File: src/rtl/paddle_emu_pkg.sv
// Shared definitions for the paddle capacitor emulator: per-channel source
// mode encoding and the signed-to-offset-binary helper used by the analog modes.
package paddle_emu_pkg;

   typedef logic [1:0] paddle_mode_t;

   localparam paddle_mode_t MODE_DIGITAL = 2'd0;
   localparam paddle_mode_t MODE_AY      = 2'd1;
   localparam paddle_mode_t MODE_AX      = 2'd2;
   localparam paddle_mode_t MODE_PADDLE  = 2'd3;

   // Two's complement -128..127 maps to 0..255 by flipping the sign bit.
   function automatic logic [7:0] to_offset_binary(input logic [7:0] value);
      return {~value[7], value[6:0]};
   endfunction

endpackage

File: src/rtl/paddle_emu_chan.sv
// One channel of the paddle capacitor emulator: digital position register,
// per-frame source selection, countdown of the loaded count once per line,
// and the bat-input decode (high once the count reaches zero).
// Optional acceleration of digital movement is built when PADDLE_ACCEL_EN is
// defined; otherwise the step input is used as-is and no hold counter exists.
// POS_W is expected to be at least 8 so a full step fits the position adder.
module paddle_emu_chan
   import paddle_emu_pkg::*;
#(
   parameter int POS_W      = 8,
   parameter int CAP_W      = 10,
   parameter int CAP_OFFSET = 0,
   parameter int POS_INIT   = 128,
   parameter int ACCEL_MAX  = 8
) (
   input  logic             clk_sys,
   input  logic             reset,
   input  logic             hs_rise,
   input  logic             vs_rise,
   input  paddle_mode_t     mode,
   input  logic             invert,
   input  logic [4:0]       step,
   input  logic             btn_up,
   input  logic             btn_down,
   input  logic [15:0]      analog,
   input  logic [7:0]       paddle,
   output logic             pin_in,
   output logic [POS_W-1:0] pos
);

   // Wide enough for a 5-bit step plus the largest acceleration bonus.
   localparam int STEP_W = $clog2(32 + ACCEL_MAX);
   localparam logic [32:0] CAP_SAT = (33'd1 << CAP_W) - 33'd1;

   logic [CAP_W-1:0] cap;
   logic [7:0]       src8;
   logic [POS_W-1:0] ext8;
   logic [POS_W-1:0] src;
   logic [POS_W-1:0] src_x;
   logic [32:0]      load_sum;
   logic [CAP_W-1:0] cap_load;
   logic [STEP_W-1:0] eff_step;
   logic [POS_W:0]   step_w;
   logic [POS_W:0]   pos_sum;
   logic [POS_W-1:0] pos_next;

   // Pick the 8-bit external source for the non-digital modes.
   always_comb begin
      src8 = paddle;
      case (mode)
         MODE_AY: src8 = to_offset_binary(analog[15:8]);
         MODE_AX: src8 = to_offset_binary(analog[7:0]);
         default: src8 = paddle;
      endcase
   end

   // 8-bit sources sit in the top bits of a wider position, zero-filled below.
   generate
      if (POS_W >= 8) begin : g_wide
         assign ext8 = POS_W'(src8) << (POS_W - 8);
      end else begin : g_narrow
         assign ext8 = POS_W'(src8 >> (8 - POS_W));
      end
   endgenerate

   // The digital source is the position as it stood before this frame's move.
   assign src   = (mode == MODE_DIGITAL) ? pos : ext8;
   assign src_x = src ^ {POS_W{invert}};

   // Loaded line count: source plus vertical bias, clamped to the counter range.
   always_comb begin
      load_sum = 33'(src_x) + 33'(CAP_OFFSET);
      cap_load = (load_sum > CAP_SAT) ? {CAP_W{1'b1}} : load_sum[CAP_W-1:0];
   end

`ifdef PADDLE_ACCEL_EN
   localparam int HOLD_MAX = 4 * ACCEL_MAX;
   localparam int HOLD_W   = $clog2(HOLD_MAX + 1);

   logic [HOLD_W-1:0] hold;
   logic [HOLD_W-1:0] boost;

   // Bonus grows by one every four frames of held movement, up to ACCEL_MAX.
   always_comb begin
      boost    = ((hold >> 2) > HOLD_W'(ACCEL_MAX)) ? HOLD_W'(ACCEL_MAX) : (hold >> 2);
      eff_step = STEP_W'(step) + STEP_W'(boost);
   end

   // Count frames with exactly one direction held; any other combination restarts.
   always_ff @(posedge clk_sys or posedge reset) begin
      if (reset) begin
         hold <= '0;
      end else if (vs_rise) begin
         if (btn_up ^ btn_down) begin
            if (hold != HOLD_W'(HOLD_MAX)) hold <= hold + 1'b1;
         end else begin
            hold <= '0;
         end
      end
   end
`else
   assign eff_step = STEP_W'(step);
`endif

   // Saturating position move; only digital mode tracks the buttons.
   always_comb begin
      step_w   = (POS_W + 1)'(eff_step);
      pos_sum  = {1'b0, pos} + step_w;
      pos_next = pos;
      if (mode == MODE_DIGITAL && (btn_up ^ btn_down)) begin
         if (btn_up) begin
            pos_next = (step_w > {1'b0, pos}) ? '0 : (pos - step_w[POS_W-1:0]);
         end else begin
            pos_next = pos_sum[POS_W] ? {POS_W{1'b1}} : pos_sum[POS_W-1:0];
         end
      end
   end

   // Frame load beats line countdown; the count parks at zero.
   always_ff @(posedge clk_sys or posedge reset) begin
      if (reset) begin
         pos <= POS_W'(POS_INIT);
         cap <= '0;
      end else if (vs_rise) begin
         pos <= pos_next;
         cap <= cap_load;
      end else if (hs_rise && cap != '0) begin
         cap <= cap - 1'b1;
      end
   end

   assign pin_in = (cap == '0);

endmodule

File: src/rtl/paddle_cap_emu.sv
// N-channel emulation of the AY-3-8500 bat-position RC timing input.
// Shared hsync/vsync rising-edge detection feeds one paddle_emu_chan per
// channel. Build option: PADDLE_ACCEL_EN enables held-button acceleration.
module paddle_cap_emu
   import paddle_emu_pkg::*;
#(
   parameter int NUM_CH     = 2,
   parameter int POS_W      = 8,
   parameter int CAP_W      = 10,
   parameter int CAP_OFFSET = 0,
   parameter int POS_INIT   = 128,
   parameter int ACCEL_MAX  = 8
) (
   input  logic                    clk_sys,
   input  logic                    reset,
   input  logic                    hs,
   input  logic                    vs,
   input  logic [2*NUM_CH-1:0]     mode,
   input  logic [NUM_CH-1:0]       invert,
   input  logic [5*NUM_CH-1:0]     step,
   input  logic [NUM_CH-1:0]       btn_up,
   input  logic [NUM_CH-1:0]       btn_down,
   input  logic [16*NUM_CH-1:0]    analog,
   input  logic [8*NUM_CH-1:0]     paddle,
   output logic [NUM_CH-1:0]       pin_in,
   output logic [POS_W*NUM_CH-1:0] pos
);

   logic hs_old;
   logic vs_old;
   logic hs_rise;
   logic vs_rise;

   // Previous sync levels for rising-edge detection.
   always_ff @(posedge clk_sys or posedge reset) begin
      if (reset) begin
         hs_old <= 1'b0;
         vs_old <= 1'b0;
      end else begin
         hs_old <= hs;
         vs_old <= vs;
      end
   end

   assign hs_rise = hs & ~hs_old;
   assign vs_rise = vs & ~vs_old;

   generate
      for (genvar i = 0; i < NUM_CH; i++) begin : g_chan
         paddle_emu_chan #(
            .POS_W      (POS_W),
            .CAP_W      (CAP_W),
            .CAP_OFFSET (CAP_OFFSET),
            .POS_INIT   (POS_INIT),
            .ACCEL_MAX  (ACCEL_MAX)
         ) u_chan (
            .clk_sys  (clk_sys),
            .reset    (reset),
            .hs_rise  (hs_rise),
            .vs_rise  (vs_rise),
            .mode     (paddle_mode_t'(mode[2*i +: 2])),
            .invert   (invert[i]),
            .step     (step[5*i +: 5]),
            .btn_up   (btn_up[i]),
            .btn_down (btn_down[i]),
            .analog   (analog[16*i +: 16]),
            .paddle   (paddle[8*i +: 8]),
            .pin_in   (pin_in[i]),
            .pos      (pos[POS_W*i +: POS_W])
         );
      end
   endgenerate

endmodule
File: config.mk
export PLATFORM = sky130hd
export DESIGN_NAME = paddle_cap_emu
export DESIGN_NICKNAME = d
export VERILOG_FILES = /design/src/rtl/paddle_emu_pkg.sv /design/src/rtl/paddle_emu_chan.sv /design/src/rtl/paddle_cap_emu.sv
export SDC_FILE = /design/constraint.sdc
export NUM_CORES = 1
export LEC_CHECK = 0
export ABC_CLOCK_PERIOD_IN_PS = 2100
export CELL_PAD_IN_SITES_DETAIL_PLACEMENT = 0
export CELL_PAD_IN_SITES_GLOBAL_PLACEMENT = 2
export CORE_UTILIZATION = 25
export CTS_CLUSTER_SIZE = 16
export DETAILED_ROUTE_END_ITERATION = 8
export PLACE_DENSITY_LB_ADDON = 0.2
export RECOVER_POWER = 100
export SYNTH_ARGS = -nofsm -noshare
export SYNTH_HDL_FRONTEND = slang
export SYNTH_SLANG_ARGS = --single-unit
File: constraint.sdc
create_clock -name clk_sys -period 2.1 [get_ports clk_sys]
set_clock_uncertainty 0.15 [all_clocks]
set_input_delay 0.21 -clock clk_sys [delete_from_list [all_inputs] [get_ports clk_sys]]
set_output_delay 0.21 -clock clk_sys [all_outputs]
set_load 0.02 [all_outputs]
==> results.toml <==
[placement]
place.gp.congestion = 0.842
placement.setup.worst_slack_ns = -0.530
dp_hpwl_mm = 9.97
buffer_ports.inserted = 89
placed_cells = 830
placedInstanceArea_sq_mm = 0.00571

[routing]
drt_first_pass_iters = 5
dr.first_iter.drc_count = 146
route.detailed.wl_per_inst_microns = 15.0
route.detailed.vias_per_inst = 4.82
vias_after_detailed_routing = 4127
drcViolationCount = 0
postRouteAntennaNets = 0
postRouteWirelength_mm = 12.8

[floorplan]
core-area_sq_mm = 0.0146
top_level_ports = 90
dieWidth_microns = 124
initial_core_util = 0.257
floorplan_row_count = 44
floorplan.die_area_sq_mm = 0.0155
floorplan.die.height_microns = 124

[sta]
final-setup-viol-count = 19
slew-limit-headroom = 0.307
final_min_period_over_clock_period = 1.09
tightest_slew_ns = 1.04
hold_viol_final = 0
worst_setup_slack_after_layout_ns = -0.193
maximum_clock_rate_ghz = 0.436
timing.final.crit_period_ns = 2.29
grt_setup_unrepaired = "yes"
pins_over_slew_limit = 0

[power]
power_density_mw_per_mm2 = 948
p_int_w = 0.00362
p_sw_frac = 0.404
power.switching_w = 0.00245
power.combinational.fraction = 0.665
vdd_drop_max_uv = 470
power_leakage_nw = 2.63
pwr-share-clk = 0.143
sequentialPowerShare = 0.192

[clock_network]
cts.sinks = 38
cts_inserted_buffers = 5
clock_tree.htree_level_count = 2
clock_path_buffers = 2
post_cts_hold_buffer_count = 0
cts-root-buf = "clkbuf_16"
clk_transition_reported_paths_ns = 0.06
cts_tree = "built"
clock_latency_ns = 0.28

[worst_setup_path]
critical_path_peak_fanout = 3
r2r_end = "g_chan[1].u_chan.cap[8]"
crit_path_start = "g_chan[1].u_chan.cap[0]"
worstRegToRegCells = 9
cp.arrival_ns = 2.37
critical_path.slowest_cell = "or4_4"
critical_path.cell_chain = "inv_2 > ha_4 > or3b_4 > buf_6 > or4_4 > nor3_4 > nand2_1 > mux2_2 > nor2_2"
worst-path-buf-inv = 2
startpoint_type = "flop"
timing.critical_path.max_delay_family = "simple AND/OR/NAND/NOR gates"
timing.reg2reg.setup_slack_ns = -0.19
cp.required_ns = 2.17
levels_on_crit_path = 9
timing.setup.critical_path_class = "reg -> reg"
critical_path.reg2reg.startpoint = "g_chan[1].u_chan.cap[0]"
crit_end = "g_chan[1].u_chan.cap[8]"
timing.critical_path.slowest_cell_delay_ns = 0.44
endpoint_class_of_the_critical_path = "flop"

[finish]
final_instance_count_without_filler_cells = 856
area_growth_pct = 70.9
fin_nets = 775
final_util = 0.439
diodes = 0
num-fill-cells = 1436
design_area_sq_mm = 0.00640
drive_above_1_share = 0.347

[yosys]
postSynthAreaPerCell_sq_um = 7.92
post_synth_num_cell_types = 67
synthesized_cell_area_sq_mm = 0.00375
postSynthNetCount = 577
edff_count_synth = 0
synth.yosys.seq_area_share = 0.254
post_synthesis_cell_type_with_the_largest_combined_area = "dfrtp_1"
postSynthRegisterBits = 38
postSynth.asyncResetShare = 1.00
ys.warnings.count = 0
ys_dominant_reg_cell = "dfrtp_1"
netlist_instances = 473
post_synth_most_frequent_cells = "a21oi_1, inv_1, nor2_1"
synthMostInstantiatedCell = "a21oi_1"
synthDominantCellAreaShare = 0.240
synth.area.top_cells = "dfrtp_1, ha_1, a21oi_1, xnor2_1, o21ai_0"

[outcome]
status = "complete, but fails checks"
violated_checks = "setup timing"

[grt]
grt_pass1_vias = 4329
track_usage = 0.168
grt_start_max_net_pins = 39
grt_remaining_overflow = 0
grt_pass1_wl_mm = 21.2
antenna_violations_before_repair = 0

[job]
drv.max_cap_violation_count = 0

[hold_path]
holdCritPathClass = "in -> reg"
## cells by family (layout without fill, tap and decap cells)
| kind of cell | count (synthesis) | after routing | synth area share |
|---|---|---|---|
| compound gates | 159 | 159 | 0.280 |
| xor+xnor | 36 | 36 | 0.0841 |
| fa+ha+maj | 32 | 32 | 0.115 |
| buf+inv | 69 | 268 | 0.0768 |
| flops | 38 | 38 | 0.254 |
| mux | 1 | 1 | 0.00300 |
| simple gates | 138 | 138 | 0.187 |
## worst min path at each step
stage	from	slack [ns]	cells past startpoint	to
after floorplan	hs	0.09	0	hs_old
final	vs	0.37	1	vs_old
after CTS	reset	0.23	3	g_chan[0].u_chan.cap[9]
after detailed placement	g_chan[0].u_chan.cap[8]	0.39	2	g_chan[0].u_chan.cap[8]
after global placement	g_chan[0].u_chan.cap[8]	0.38	2	g_chan[0].u_chan.cap[8]
after global routing	vs	0.37	1	vs_old
## placed cells by master, fill, tap and decap left out, types with 5 or more instances in the layout
master           synthesis  routed
dfrtp_2                  0       7
nor2_1                  39      36
nor2b_1                  8       5
ha_1                    28      13
a22oi_1                 18      17
nor3_1                  16      11
ha_4                     0      12
nand2b_1                13       9
dfrtp_1                 36      29
clkdlybuf4s50_1          0      64
inv_1                   39      33
buf_4                    2     115
o21ai_0                 30      15
xnor2_1                 21      21
a211oi_1                19      16
o21ai_1                  4      16
inv_2                    0       6
dlygate4sd3_1            0      18
buf_6                    2      12
xor2_1                  15      15
nand2_1                 30      30
clkbuf_16                0       5
nand3_1                  6       6
a21oi_1                 42      36
## per-layer routing
layer	share of wire	routed length, microns	track usage
met2	0.48	6170	0.284
met1	0.46	5880	0.213
met4	0.017	224	0.0546
met5	0	0	0
met3	0.043	549	0.0318
## power by group through the flow
stage                     clock, W  combinational (W)  sequential (W)
after global placement           0            0.00350         0.00113
final                     0.000871            0.00404         0.00116
after floorplan                  0            0.00170         0.00133
after CTS                 0.000897            0.00386         0.00115
after detailed placement         0            0.00351         0.00113
after global routing      0.000921            0.00441         0.00120
## per-stage QoR
| stage | power, W | hold WS (ns) | TNS [ns] |
|---|---|---|---|
| floorplan | 0.00302 | 0.0914 | -0.501 |
| global placement | 0.00462 | 0.383 | -9.07 |
| detailed placement | 0.00465 | 0.392 | -10.01 |
| CTS | 0.00590 | 0.228 | -2.00 |
| global route | 0.00653 | 0.374 | -4.48 |
| finish | 0.00607 | 0.374 | -2.10 |
## cell type report
cell class              count  area [sq um]  area share
clock buffers               7           133      0.0207
clock inverters             1          30.0     0.00469
multi-input cells         366          2990       0.467
flip-flops and latches     38           962       0.150
repair buffers            221          1910       0.299
inverters                  39           146      0.0229
well taps                 184           230      0.0359
## flip-flops by register name, summed over array words and instances (netlist names)
name,flops
g_chan.u_chan.cap,20
g_chan.u_chan.pos,16
hs_old,1
vs_old,1
## repair_timing
action,CTS,global route
resized for setup,61,47
pin swaps,36,29
endpoints found under the hold margin,0,0
endpoints found under the setup margin,23,30
setup buffers,13,9
Note: power is estimated with default switching activity, not from simulation.
